<file path="src/rtl/mc_controller.sv">
// mc_controller: sequencing FSM for the multicycle MIPS-subset core, with req/ready memory handshake.
// Define ILLEGAL_OP_TRAP_EN to trap unlisted opcodes into HALT with a sticky illegal_op flag.
module mc_controller #(
  parameter int OP_WIDTH    = 6,
  parameter int STATE_WIDTH = 4,
  parameter int MEM_TIMEOUT = 0
) (
  input  logic                clk,
  input  logic                rst_n,
  input  logic [OP_WIDTH-1:0] op,
  input  logic                zero,
  input  logic                mem_ready,
  output logic                mem_req,
  output logic                mem_we,
  output logic                mem_byte,
  output logic                iord,
  output logic                irwrite,
  output logic                pcwrite,
  output logic [1:0]          pcsrc,
  output logic                alusrca,
  output logic [1:0]          alusrcb,
  output logic [1:0]          aluop,
  output logic                regwrite,
  output logic                regdst,
  output logic                memtoreg,
  output logic                retire,
  output logic                mem_err,
  output logic                illegal_op
);

  // state    | meaning
  // FETCH    | instruction read at PC, PC+4 on ready
  // DECODE   | branch target into ALUOut, dispatch on op
  // MEMADR   | effective address rs+imm
  // MEMRD    | data read at ALUOut
  // MEMWB    | MDR to rt
  // MEMWR    | data write at ALUOut
  // RTYPEEX  | rs op rt
  // RTYPEWB  | ALUOut to rd
  // BEQEX    | compare, PC <- ALUOut if zero
  // ADDIEX   | rs + imm
  // ADDIWB   | ALUOut to rt
  // JEX      | PC <- jump target
  // HALT     | dead until reset
  typedef enum logic [STATE_WIDTH-1:0] {
    S_FETCH   = STATE_WIDTH'(0),
    S_DECODE  = STATE_WIDTH'(1),
    S_MEMADR  = STATE_WIDTH'(2),
    S_MEMRD   = STATE_WIDTH'(3),
    S_MEMWB   = STATE_WIDTH'(4),
    S_MEMWR   = STATE_WIDTH'(5),
    S_RTYPEEX = STATE_WIDTH'(6),
    S_RTYPEWB = STATE_WIDTH'(7),
    S_BEQEX   = STATE_WIDTH'(8),
    S_ADDIEX  = STATE_WIDTH'(9),
    S_ADDIWB  = STATE_WIDTH'(10),
    S_JEX     = STATE_WIDTH'(11),
    S_HALT    = STATE_WIDTH'(12)
  } state_t;

  localparam logic [OP_WIDTH-1:0] OP_LB    = OP_WIDTH'(6'b100000);
  localparam logic [OP_WIDTH-1:0] OP_SB    = OP_WIDTH'(6'b101000);
  localparam logic [OP_WIDTH-1:0] OP_LW    = OP_WIDTH'(6'b100011);
  localparam logic [OP_WIDTH-1:0] OP_SW    = OP_WIDTH'(6'b101011);
  localparam logic [OP_WIDTH-1:0] OP_RTYPE = OP_WIDTH'(6'b000000);
  localparam logic [OP_WIDTH-1:0] OP_BEQ   = OP_WIDTH'(6'b000100);
  localparam logic [OP_WIDTH-1:0] OP_ADDI  = OP_WIDTH'(6'b001000);
  localparam logic [OP_WIDTH-1:0] OP_J     = OP_WIDTH'(6'b000010);

  localparam bit TO_EN = (MEM_TIMEOUT > 0);
  localparam int CW    = (MEM_TIMEOUT > 1) ? $clog2(MEM_TIMEOUT) : 1;
  localparam logic [CW-1:0] TO_LAST = CW'(MEM_TIMEOUT - 1);

  state_t        state, state_nxt;
  logic [CW-1:0] wait_cnt, wait_cnt_nxt;
  logic          req_state, timeout_hit, mem_err_q;

  assign req_state   = (state == S_FETCH) || (state == S_MEMRD) || (state == S_MEMWR);
  // Last tolerated wait cycle: the edge that ends it lands in HALT.
  assign timeout_hit = TO_EN && req_state && !mem_ready && (wait_cnt == TO_LAST);

  always_comb begin
    wait_cnt_nxt = wait_cnt;
    if (!TO_EN || mem_ready)
      wait_cnt_nxt = '0;
    else if (req_state)
      wait_cnt_nxt = wait_cnt + CW'(1);
  end

  always_ff @(posedge clk) begin
    if (!rst_n) begin
      state     <= S_FETCH;
      wait_cnt  <= '0;
      mem_err_q <= 1'b0;
    end else begin
      state    <= state_nxt;
      wait_cnt <= wait_cnt_nxt;
      if (timeout_hit)
        mem_err_q <= 1'b1;
    end
  end

  always_comb begin
    state_nxt = state;
    case (state)
      S_FETCH:   if (timeout_hit) state_nxt = S_HALT;
                 else if (mem_ready) state_nxt = S_DECODE;
      S_DECODE: begin
        case (op)
          OP_LB, OP_SB, OP_LW, OP_SW: state_nxt = S_MEMADR;
          OP_RTYPE:                   state_nxt = S_RTYPEEX;
          OP_BEQ:                     state_nxt = S_BEQEX;
          OP_ADDI:                    state_nxt = S_ADDIEX;
          OP_J:                       state_nxt = S_JEX;
`ifdef ILLEGAL_OP_TRAP_EN
          default:                    state_nxt = S_HALT;
`else
          default:                    state_nxt = S_FETCH;
`endif
        endcase
      end
      S_MEMADR:  state_nxt = op[3] ? S_MEMWR : S_MEMRD;
      S_MEMRD:   if (timeout_hit) state_nxt = S_HALT;
                 else if (mem_ready) state_nxt = S_MEMWB;
      S_MEMWB:   state_nxt = S_FETCH;
      S_MEMWR:   if (timeout_hit) state_nxt = S_HALT;
                 else if (mem_ready) state_nxt = S_FETCH;
      S_RTYPEEX: state_nxt = S_RTYPEWB;
      S_RTYPEWB: state_nxt = S_FETCH;
      S_BEQEX:   state_nxt = S_FETCH;
      S_ADDIEX:  state_nxt = S_ADDIWB;
      S_ADDIWB:  state_nxt = S_FETCH;
      S_JEX:     state_nxt = S_FETCH;
      S_HALT:    state_nxt = S_HALT;
      default:   state_nxt = S_FETCH;
    endcase
  end

  // Every strobe is forced low while reset is asserted, so a reset mid-access drops mem_req at once.
  always_comb begin
    mem_req  = 1'b0;
    mem_we   = 1'b0;
    mem_byte = 1'b0;
    iord     = 1'b0;
    irwrite  = 1'b0;
    pcwrite  = 1'b0;
    pcsrc    = 2'b00;
    alusrca  = 1'b0;
    alusrcb  = 2'b00;
    aluop    = 2'b00;
    regwrite = 1'b0;
    regdst   = 1'b0;
    memtoreg = 1'b0;
    retire   = 1'b0;
    if (rst_n) begin
      case (state)
        S_FETCH: begin
          mem_req = 1'b1;
          alusrcb = 2'b01;
          irwrite = mem_ready;
          pcwrite = mem_ready;
        end
        S_DECODE:  alusrcb = 2'b11;
        S_MEMADR: begin
          alusrca = 1'b1;
          alusrcb = 2'b10;
        end
        S_MEMRD: begin
          mem_req  = 1'b1;
          iord     = 1'b1;
          mem_byte = (op == OP_LB);
        end
        S_MEMWB: begin
          regwrite = 1'b1;
          memtoreg = 1'b1;
          retire   = 1'b1;
        end
        S_MEMWR: begin
          mem_req  = 1'b1;
          mem_we   = 1'b1;
          iord     = 1'b1;
          mem_byte = (op == OP_SB);
          retire   = mem_ready;
        end
        S_RTYPEEX: begin
          alusrca = 1'b1;
          aluop   = 2'b10;
        end
        S_RTYPEWB: begin
          regwrite = 1'b1;
          regdst   = 1'b1;
          retire   = 1'b1;
        end
        S_BEQEX: begin
          alusrca = 1'b1;
          aluop   = 2'b01;
          pcsrc   = 2'b01;
          pcwrite = zero;
          retire  = 1'b1;
        end
        S_ADDIEX: begin
          alusrca = 1'b1;
          alusrcb = 2'b10;
        end
        S_ADDIWB: begin
          regwrite = 1'b1;
          retire   = 1'b1;
        end
        S_JEX: begin
          pcsrc   = 2'b10;
          pcwrite = 1'b1;
          retire  = 1'b1;
        end
        default: ;
      endcase
    end
  end

  assign mem_err = mem_err_q & rst_n;

`ifdef ILLEGAL_OP_TRAP_EN
  logic illegal_q;

  // DECODE only heads for HALT on an unlisted opcode.
  always_ff @(posedge clk) begin
    if (!rst_n)
      illegal_q <= 1'b0;
    else if ((state == S_DECODE) && (state_nxt == S_HALT))
      illegal_q <= 1'b1;
  end

  assign illegal_op = illegal_q & rst_n;
`else
  assign illegal_op = 1'b0;
`endif

endmodule

</file>
<file path="config.mk">
export PLATFORM = sky130hd
export DESIGN_NAME = mc_controller
export DESIGN_NICKNAME = d
export VERILOG_FILES = /design/src/rtl/mc_controller.sv
export SDC_FILE = /design/constraint.sdc
export NUM_CORES = 1
export LEC_CHECK = 0
export CELL_PAD_IN_SITES_DETAIL_PLACEMENT = 1
export CELL_PAD_IN_SITES_GLOBAL_PLACEMENT = 1
export CORE_MARGIN = 4
export CORE_UTILIZATION = 28
export CTS_CLUSTER_DIAMETER = 50
export DETAILED_ROUTE_END_ITERATION = 10
export PLACE_DENSITY_LB_ADDON = 0.1
export SYNTH_ARGS = -nofsm -noshare
export SYNTH_HDL_FRONTEND = slang
export SYNTH_SLANG_ARGS = --single-unit
export TNS_END_PERCENT = 1
</file>
<file path="constraint.sdc">
create_clock -name clk -period 1.75 [get_ports clk]
set_clock_uncertainty 0.15 [all_clocks]
set_input_delay 0.35 -clock clk [delete_from_list [all_inputs] [get_ports clk]]
set_output_delay 0.35 -clock clk [all_outputs]
set_load 0.1 [all_outputs]
</file>
Yosys cells after proc, flatten, opt, wreduce, memory -nomap -nowiden
Cells that the tools add are included.
{ "totals": {"register_bits": 4, "out_inout_bits": 19, "wordCells": 67} }
{ "op_classes": {"n_eq_ne": 22, "mux": 34, "reduce_logical": 10} }
{ "op_table": {"columns": ["cell", "count"], "rows": [
  ["4-bit case mux with 8 select lines", 1],
  ["6-bit equality test, second input constant", 4],
  ["4-bit equality test, second input constant", 5],
  ["4-bit case mux with 5 select lines", 1],
  ["1-bit two-way mux", 19],
  ["4-bit by 3-bit equality test with 1-bit output, second input constant", 4],
  ["4-bit two-way mux", 3],
  ["4-bit by 2-bit equality test with 1-bit output, second input constant", 2],
  ["2-bit case mux with 2 select lines", 2],
  ["4-bit OR reduction", 2],
  ["6-bit by 2-bit equality test with 1-bit output, second input constant", 1],
  ["6-bit by 3-bit equality test with 1-bit output, second input constant", 1],
  ["6-bit by 4-bit equality test with 1-bit output, second input constant", 1],
  ["6-bit logical NOT", 1],
  ["2-bit two-way mux", 3],
  ["2-bit != test, second input constant", 3],
  ["2-bit case mux with 3 select lines", 1],
  ["3-bit OR reduction", 2],
  ["5-bit OR reduction", 1],
  ["4-bit by 1-bit equality test with 1-bit output, second input constant", 1],
  ["4-bit logical NOT", 1],
  ["1-bit case mux with 2 select lines", 2],
  ["2-bit OR reduction", 2],
  ["3-bit two-way mux", 1],
  ["2 further kinds", 2]
]} }

Depth between registers and ports, before layout
Gate-level depths: netlist (run 1).
{ "depth": {"depth_word": 4, "mapped_depth": 6, "depth_no_buf": 4} }

Least setup slack after synthesis (run 1)
No wires, ideal clock.
{ "synth_path": {"path_kind": "register to output", "start": "reg state[1]", "end": "out mem_req", "arrival_ns": 3.052, "required_ns": 1.250, "path_slack_ns": -1.802, "stages_incl_launch_ff": 6, "path_cell_list": "dfxtp_1 > buf_6 > clkbuf_1 > nor3_1 > a21oi_1 > nor3b_1"} }
{ "synth_via": {"elab_chain_cells": 4, "elab_cells_between_ends": 6, "cone_classes": "eq/ne (2); mux (2); reduce/logical (2)"} }
{ "synth_rtl": {"columns": ["item", "line_no", "text"], "rows": [
  ["start, declared", "74", "state_t state, state_nxt;"],
  ["start signal, assigned", "96", "state <= state_nxt;"],
  ["4-bit by 2-bit equality test with 1-bit output (tied with other cells)", "156", "case (state)"],
  ["3-bit OR reduction (no line) (*)", null, null],
  ["1-bit two-way mux (*)", "156", null],
  ["1-bit two-way mux (*)", "155", "if (rst_n) begin"],
  ["end, declared", "13", "output logic mem_req,"]
]} }
Every way passes the cells marked *; elsewhere a longest branch is shown, timed or not.

Worst setup path in the final report (run 1)
{ "layout_path": {"start": "reg state[3]", "end": "out mem_byte"} }
{ "layout_via": {"elab_chain_cells": 3, "elab_cells_between_ends": 4, "cone_classes": "eq/ne (2); mux (2)"} }
{ "layout_rtl": {"columns": ["item", "line_no", "text"], "rows": [
  ["4-bit by 3-bit equality test with 1-bit output / 4-bit by 2-bit equality test with 1-bit output (equally long branches)", "156", null],
  ["1-bit case mux with 2 select lines (*)", "156", null],
  ["1-bit two-way mux (*)", "155", null],
  ["end, declared", "15", "output logic mem_byte,"]
]} }
Marks and branches as above.

==> summary.md, run 1 <==
| Metric | Value |
|---|---|
| Final setup fails | `17` |
| # nets final | `159` |
| First-pass DRT Iterations | `4` |
| Fmax | `around 450 MHz` |
| Yosys reg bits | `4` |
| Post-Synth Adder-Cell Area | `0` |
| Die height | `57.22 um` |
| Synth Area in Compound Gates | `0.2325` |
| CTS Buf Count | `3` |
| Post-synth ARST share | `0` |
| Cells after DPL | `between 150 and 200` |
| Die area | `3274 sq um` |
| Arrival time worst endpoint | `roughly 1.7 ns` |
| Startpoint Class | `flip-flop` |
| Post-synth EDFFs | `0` |
| Final hold violations | `0` |
| Initial antenna violation count | `0` |
| Status | `complete, but fails checks` |
| Multiplexer area fraction after synthesis | `0.01661` |
| CTS tree | `yes` |
| Routed WL per cell | `between 15 and 20 um` |
| CP required | `around 1.3 ns` |
| Setup WS post-layout | `-0.4598 ns` |
| Synth warnings | `0` |
| Clk sink count | `4` |
| Bufs on Longest Clock Path | `2` |
| Core area | `around 2300 sq um` |
| List of most frequent post-synthesis cells | `10 x nand2b_1, 10 x nor2_1, 10 x nor3_1` |
| Net switching power | `roughly 0.23 mW` |
| Overflow after GRT | `0` |
| Pin count of the biggest net entering global routing | `18` |
| Crit path max fanout | `2` |
| Max FFs per register | `4` |
| Crit Path Class | `flip-flop to primary output` |
| Post-DP Area | `1356 sq um` |
| Setup Fix Bufs, Post-CTS | `0` |
| Register area share after synthesis | `0.1181` |
| Tmin final | `around 2.2 ns` |
| Via count of the first global-routing pass | `slightly below 1k` |
| Worst setup EP type | `primary output` |
| Vias per cell | `just over 5` |
| Clock Power Share | `0.243` |
| Row Count | `17` |
| Largest family of logic cells by synthesized area | `simple AND/OR/NAND/NOR gates` |
| First-pass GRT wire length | `about 4.6 mm` |
| Fraction of layout cells with a size suffix above 1 | `0.5374` |
| Switching share of power | `0.4446` |
| Antenna violation net count after detailed routing | `0` |
| Most flops, register | `state` |
| Internal | `roughly 0.29 mW` |
| RSZ-0062 raised after global routing | `yes` |
| Hold slack | `between 0.4 and 0.5 ns` |
| VDD IR-drop max | `just over 400 uV` |
| Top cell type's share of synthesized area | `0.1181` |
| Reg clk slew, reported paths | `around 0.050 ns` |
| Count of cell types in the netlist | `33` |
| Htree depth | `1` |
| Fin cells | `around 180` |
| Leading area contributor after synthesis | `dfxtp_1` |
| Worst Hold Class | `input pin to flip-flop` |
| Synthesized area | `roughly 680 sq um` |
| Violated checks | `setup timing` |
| Post-DP HPWL | `2.194 mm` |
| Mapped Cells | `100` |
| Area Overhead vs Synth | `115.5%` |
| Top post-synthesis cells by area | `dfxtp_1 12%, nand2b_1 9.2%, nor3_1 7.4%` |
| Gp weighted congestion | `0.7723` |
| Fin crit share | `1.263` |
| Register share of total power | `0.192` |
| Post-Synth XOR/XNOR Area | `0.03875` |
| DR DRC count | `0` |
| Final instance area | `between 1000 and 1500 sq um` |
| Mean Syn Cell Area | `6.781 sq um` |
| Starting DRC count in detailed routing | `21` |
| Top_reg_cell synth | `dfxtp_1` |
| CTS root buf | `clkbuf_4` |
| Comb pwr share | `0.565` |
| Port Buf Inserts | `26` |
| Power density over the cells | `between 300 and 400 nW/um^2` |
| Simple-Gate Fraction of Synth Area | `0.4779` |
| Static Leakage | `roughly 0.6 nW` |
| Max-cap violation count | `0` |
| Regs by FF count | `state x4` |
| Die width | `roughly 57 um` |
| Clk_lat worst skew | `~0.25 ns` |
| Vias | `908` |
| GR Util All Layers | `0.1812` |
| Diode count | `0` |
| Pre-CTS WS | `-0.7357 ns` |
| Routed WL | `2.888 mm` |
| Pins Over Slew Limit | `0` |
| I/O pin cnt | `29` |
| Hold_buf cts | `0` |
| Initial Utilization | `0.3008` |
## metrics by stage
step,util,power [mW],setup TNS [ns]
2_1_floorplan,-,0.2768,-11.73
3_3_place_gp,0.6016,0.3775,-7.179
3_5_place_dp,0.6016,0.3844,-7.788
5_1_grt,0.6482,0.5493,-5.292
6_report,0.6482,0.5190,-4.092
4_1_cts,0.6282,0.5149,-4.596
## layout make-up
| type | instances | area, sq um |
|---|---|---|
| clock buffer | 3 | 22.52 |
| fill | 261 | 793.3 |
| inverter | 2 | 7.507 |
| multi-input combinational | 84 | 650.6 |
| sequential | 4 | 83.83 |
| tap | 28 | 35.03 |
| timing repair buffer | 54 | 661.9 |
## power by group through the flow
stage                     Sequential (mW)  Combinational, mW  Clock, mW
after global routing               0.0996              0.309      0.141
after CTS                          0.0990              0.290      0.126
after global placement             0.0989              0.279          0
after detailed placement           0.0994              0.285          0
after floorplan                    0.0970              0.180          0
final                              0.0994              0.293      0.126
## layer usage
layer / track usage / part of all wire / vias up
met4: 0.06954 / 0.016 / 0
met5: 0 / 0 / -
met1: 0.1790 / 0.38 / 434
met3: 0.03846 / 0.041 / 4
li1: - / - / 447
met2: 0.3605 / 0.57 / 23
## kinds of logic (layout without fill, tap and decap cells)
| group | Yosys count | count (layout) |
|---|---|---|
| AOI/OAI and AO/OA | 26 | 26 |
| xor gates and xnor gates | 3 | 3 |
| buffers and inverters | 13 | 59 |
| DFF | 4 | 4 |
| muxes | 1 | 1 |
| other | 1 | 2 |
| and+or+nand+nor | 52 | 52 |
## layout by cell type, fill, tap and decap left out, types with 3 or more instances in the layout
| cell | netlist | routed |
|---|---|---|
| o21ai_0 | 6 | 6 |
| nor3_2 | 0 | 6 |
| nand2b_1 | 10 | 8 |
| nor2_1 | 10 | 5 |
| clkbuf_4 | 0 | 3 |
| a22oi_1 | 3 | 3 |
| nor3_1 | 10 | 4 |
| nor2_4 | 0 | 3 |
| dfxtp_2 | 0 | 3 |
| nand2_1 | 3 | 3 |
| a21oi_2 | 0 | 3 |
| nand3_1 | 4 | 4 |
| clkdlybuf4s50_1 | 0 | 4 |
| a21oi_1 | 9 | 6 |
| buf_12 | 0 | 17 |
| buf_4 | 4 | 25 |
## final timing paths
path	depth (start not counted)	slack, ns	to	startpoint
min reg2reg	4	0.64	state[0]	state[0]
max reg2reg	7	0.11	state[3]	state[3]
max	4	-0.46	mem_byte	state[3]
min	4	0.41	state[2]	mem_ready
## worst max-delay path, stage by stage (launching register included)
cell and delay [ns]:
dfxtp_2 0.31, nand3b_4 0.15, or4_4 0.44, nor4b_4 0.35
buf_12 0.22
## what timing repair did
item	CTS	global route
resized for setup	18	13
pin swaps	6	6
setup endpoints to repair	20	21
hold endpoints to repair	0	0
(Power assumes the default switching activity.)
==> run 2, diff against run 1 <==
Settings changed: RECOVER_POWER from default to 50.
==> run 2 against run 1 <==
The flow still finishes with violations (setup timing). Global-route usage unchanged. Clock power about the same. Setup slack barely moved. Worst hold slack worse by 0.0012 ns. Critical path type unchanged. Largest cell class unchanged.
==> summary.md, run 2 (synthesis gave the netlist of run 1 again) <==
| Metric | Value |
|---|---|
| Most common cell after layout, fill and taps aside | `buf_4` |
| Static Leakage | `0.5988 nW (-0.32%)` |
| RSZ-0062 raised after global routing | `yes` |
| Regs by FF count | `state x4` |
| Gp weighted congestion | `0.7723 (unchanged)` |
| Setup WS post-layout | `-0.4597 ns (+0.00007200 ns)` |
| Fmax | `452.5 MHz (about the same)` |
| Overflow after GRT | `0 (unchanged)` |
| Status | `complete, but fails checks` |
| Diode count | `0 (unchanged)` |
| Max FFs per register | `4 (unchanged)` |
| Power density over the cells | `356.1 nW/um^2 (+0.28%)` |
| First-pass GRT wire length | `4.616 mm (unchanged)` |
| Crit path max fanout | `2 (unchanged)` |
| Row Count | `17 (unchanged)` |
| Max-cap violation count | `0 (unchanged)` |
| Die height | `57.22 um (unchanged)` |
| Die width | `57.22 um (unchanged)` |
| Die area | `3274 sq um (unchanged)` |
| Vias per cell | `5.206 (+0.33%)` |
| Post-DP HPWL | `2.194 mm (unchanged)` |
| Routed WL per cell | `16.46 um (-0.24%)` |
| CTS Buf Count | `3 (unchanged)` |
| GR Util All Layers | `0.1812 (unchanged)` |
| Port Buf Inserts | `26 (unchanged)` |
| Pre-CTS WS | `-0.7357 ns (unchanged)` |
| CTS tree | `yes` |
| Worst Hold Class | `input pin to flip-flop` |
| # nets final | `159 (unchanged)` |
| Hold_buf cts | `0 (unchanged)` |
| Final hold violations | `0 (unchanged)` |
| CP peak stage delay | `0.44 ns (about the same)` |
| Pins Over Slew Limit | `0 (unchanged)` |
| CP delay by family, top | `simple AND/OR/NAND/NOR gates` |
| Setup Fix Bufs, Post-CTS | `0 (unchanged)` |
| Final setup fails | `17 (unchanged)` |
| Initial Utilization | `0.3008 (unchanged)` |
| Tmin final | `2.210 ns (-0.00007200 ns)` |
| CP max stage cell | `or4_4` |
| Reg clk slew, reported paths | `0.05 ns (about the same)` |
| Routed WL | `2.881 mm (-0.24%)` |
| First-pass DRT Iterations | `4 (unchanged)` |
| Most frequent cells in the layout | `24 x buf_4, 17 x buf_12, 8 x nand2b_1` |
| Starting DRC count in detailed routing | `32 (+52%)` |
| Clk sink count | `4 (unchanged)` |
| Htree depth | `1 (unchanged)` |
| Arrival time worst endpoint | `1.71 ns (about the same)` |
| Area Overhead vs Synth | `114.6%` |
| Vias | `911 (+0.33%)` |
| Most flops, register | `state` |
| I/O pin cnt | `29 (unchanged)` |
| CP Cell Sequence | `nand3b_4 -> or4_4 -> nor4b_4 -> buf_12` |
| Startpoint Class | `flip-flop` |
| Pin count of the biggest net entering global routing | `18 (unchanged)` |
| Bufs on Longest Clock Path | `2 (unchanged)` |
| Fin cells | `175 (unchanged)` |
| Cells after DPL | `172 (unchanged)` |
| Core area | `2255 sq um (unchanged)` |
| Via count of the first global-routing pass | `962 (unchanged)` |
| DR DRC count | `0 (unchanged)` |
| CTS root buf | `clkbuf_4` |
| CP required | `1.25 ns (about the same)` |
| Fraction of layout cells with a size suffix above 1 | `0.5374 (unchanged)` |
| Violated checks | `setup timing` |
| VDD IR-drop max | `407.1 uV (-0.31%)` |
| Crit Path Class | `flip-flop to primary output` |
| Worst setup EP type | `primary output` |
| Clk_lat worst skew | `0.25 ns (about the same)` |
| Initial antenna violation count | `0 (unchanged)` |
| Antenna violation net count after detailed routing | `0 (unchanged)` |
| Fin crit share | `1.263 (about the same)` |
| Buf/Inv on CP | `1 (unchanged)` |
run 2: changes by cell type in the layout (fill, tap and decap cells not counted):
cell   previous run  this run
buf_6             1         2
buf_4            25        24
buf_8             2         1
buf_2             0         1
run 2: worst paths after layout:
kind / startpoint / to / slack (ns) / cells past startpoint
max: state[3] / mem_byte / -0.46 / 4
min reg2reg: state[0] / state[0] / 0.64 / 4
max reg2reg: state[3] / state[2] / 0.11 / 8
min: mem_ready / state[2] / 0.41 / 4
run 2: through the flow:
| stage | hold WS (ns) | TNS (ns) | util | instance area (sq um) | power [mW] |
|---|---|---|---|---|---|
| finish | 0.4079 | -4.118 | 0.6454 | 1455 | 0.5182 |
| global route | 0.4445 | -5.336 | 0.6454 | 1455 | 0.5484 |
| CTS | 0.5577 | -4.596 | 0.6282 | 1416 | 0.5149 |
| detailed placement | 0.6370 | -7.788 | 0.6016 | 1356 | 0.3844 |
| global placement | 0.6275 | -7.179 | 0.6016 | 1356 | 0.3775 |
| floorplan | 0.3753 | -11.73 | - | 755.7 | 0.2768 |
run 2: worst min-delay path, delay by kind of cell:
family | cells | cell delay (ns)
buffers and inverters | 3 | 0.30
AO/OA/AOI/OAI | 1 | 0.11
run 2: layout make-up:
type                    count  area [sq um]
clock buffers               3         22.52
flip-flops and latches      4         83.83
well taps                  28         35.03
fillers                   262         799.5
inverters                   2         7.507
repair buffers             54         655.6
multi-input cells          84         650.6
run 2: power breakdown:
part	internal [mW]	switching (mW)
Clock	0.0775	0.0489
Sequential	0.0951	0.00434
Combinational	0.115	0.178
Total	0.287	0.231
run 2: repair_timing:
item                       in CTS  in global routing
pin swaps                       6                  6
setup endpoints to repair      20                 21
resized for setup              18                 13
run 2: per-layer routing:
layer	track usage	routed length (um)	vias to the layer above
li1	-	-	447
met1	0.1790	1087	437
met2	0.3605	1630	23
met4	0.06954	46	0
met3	0.03846	116	4
met5	0	0	-
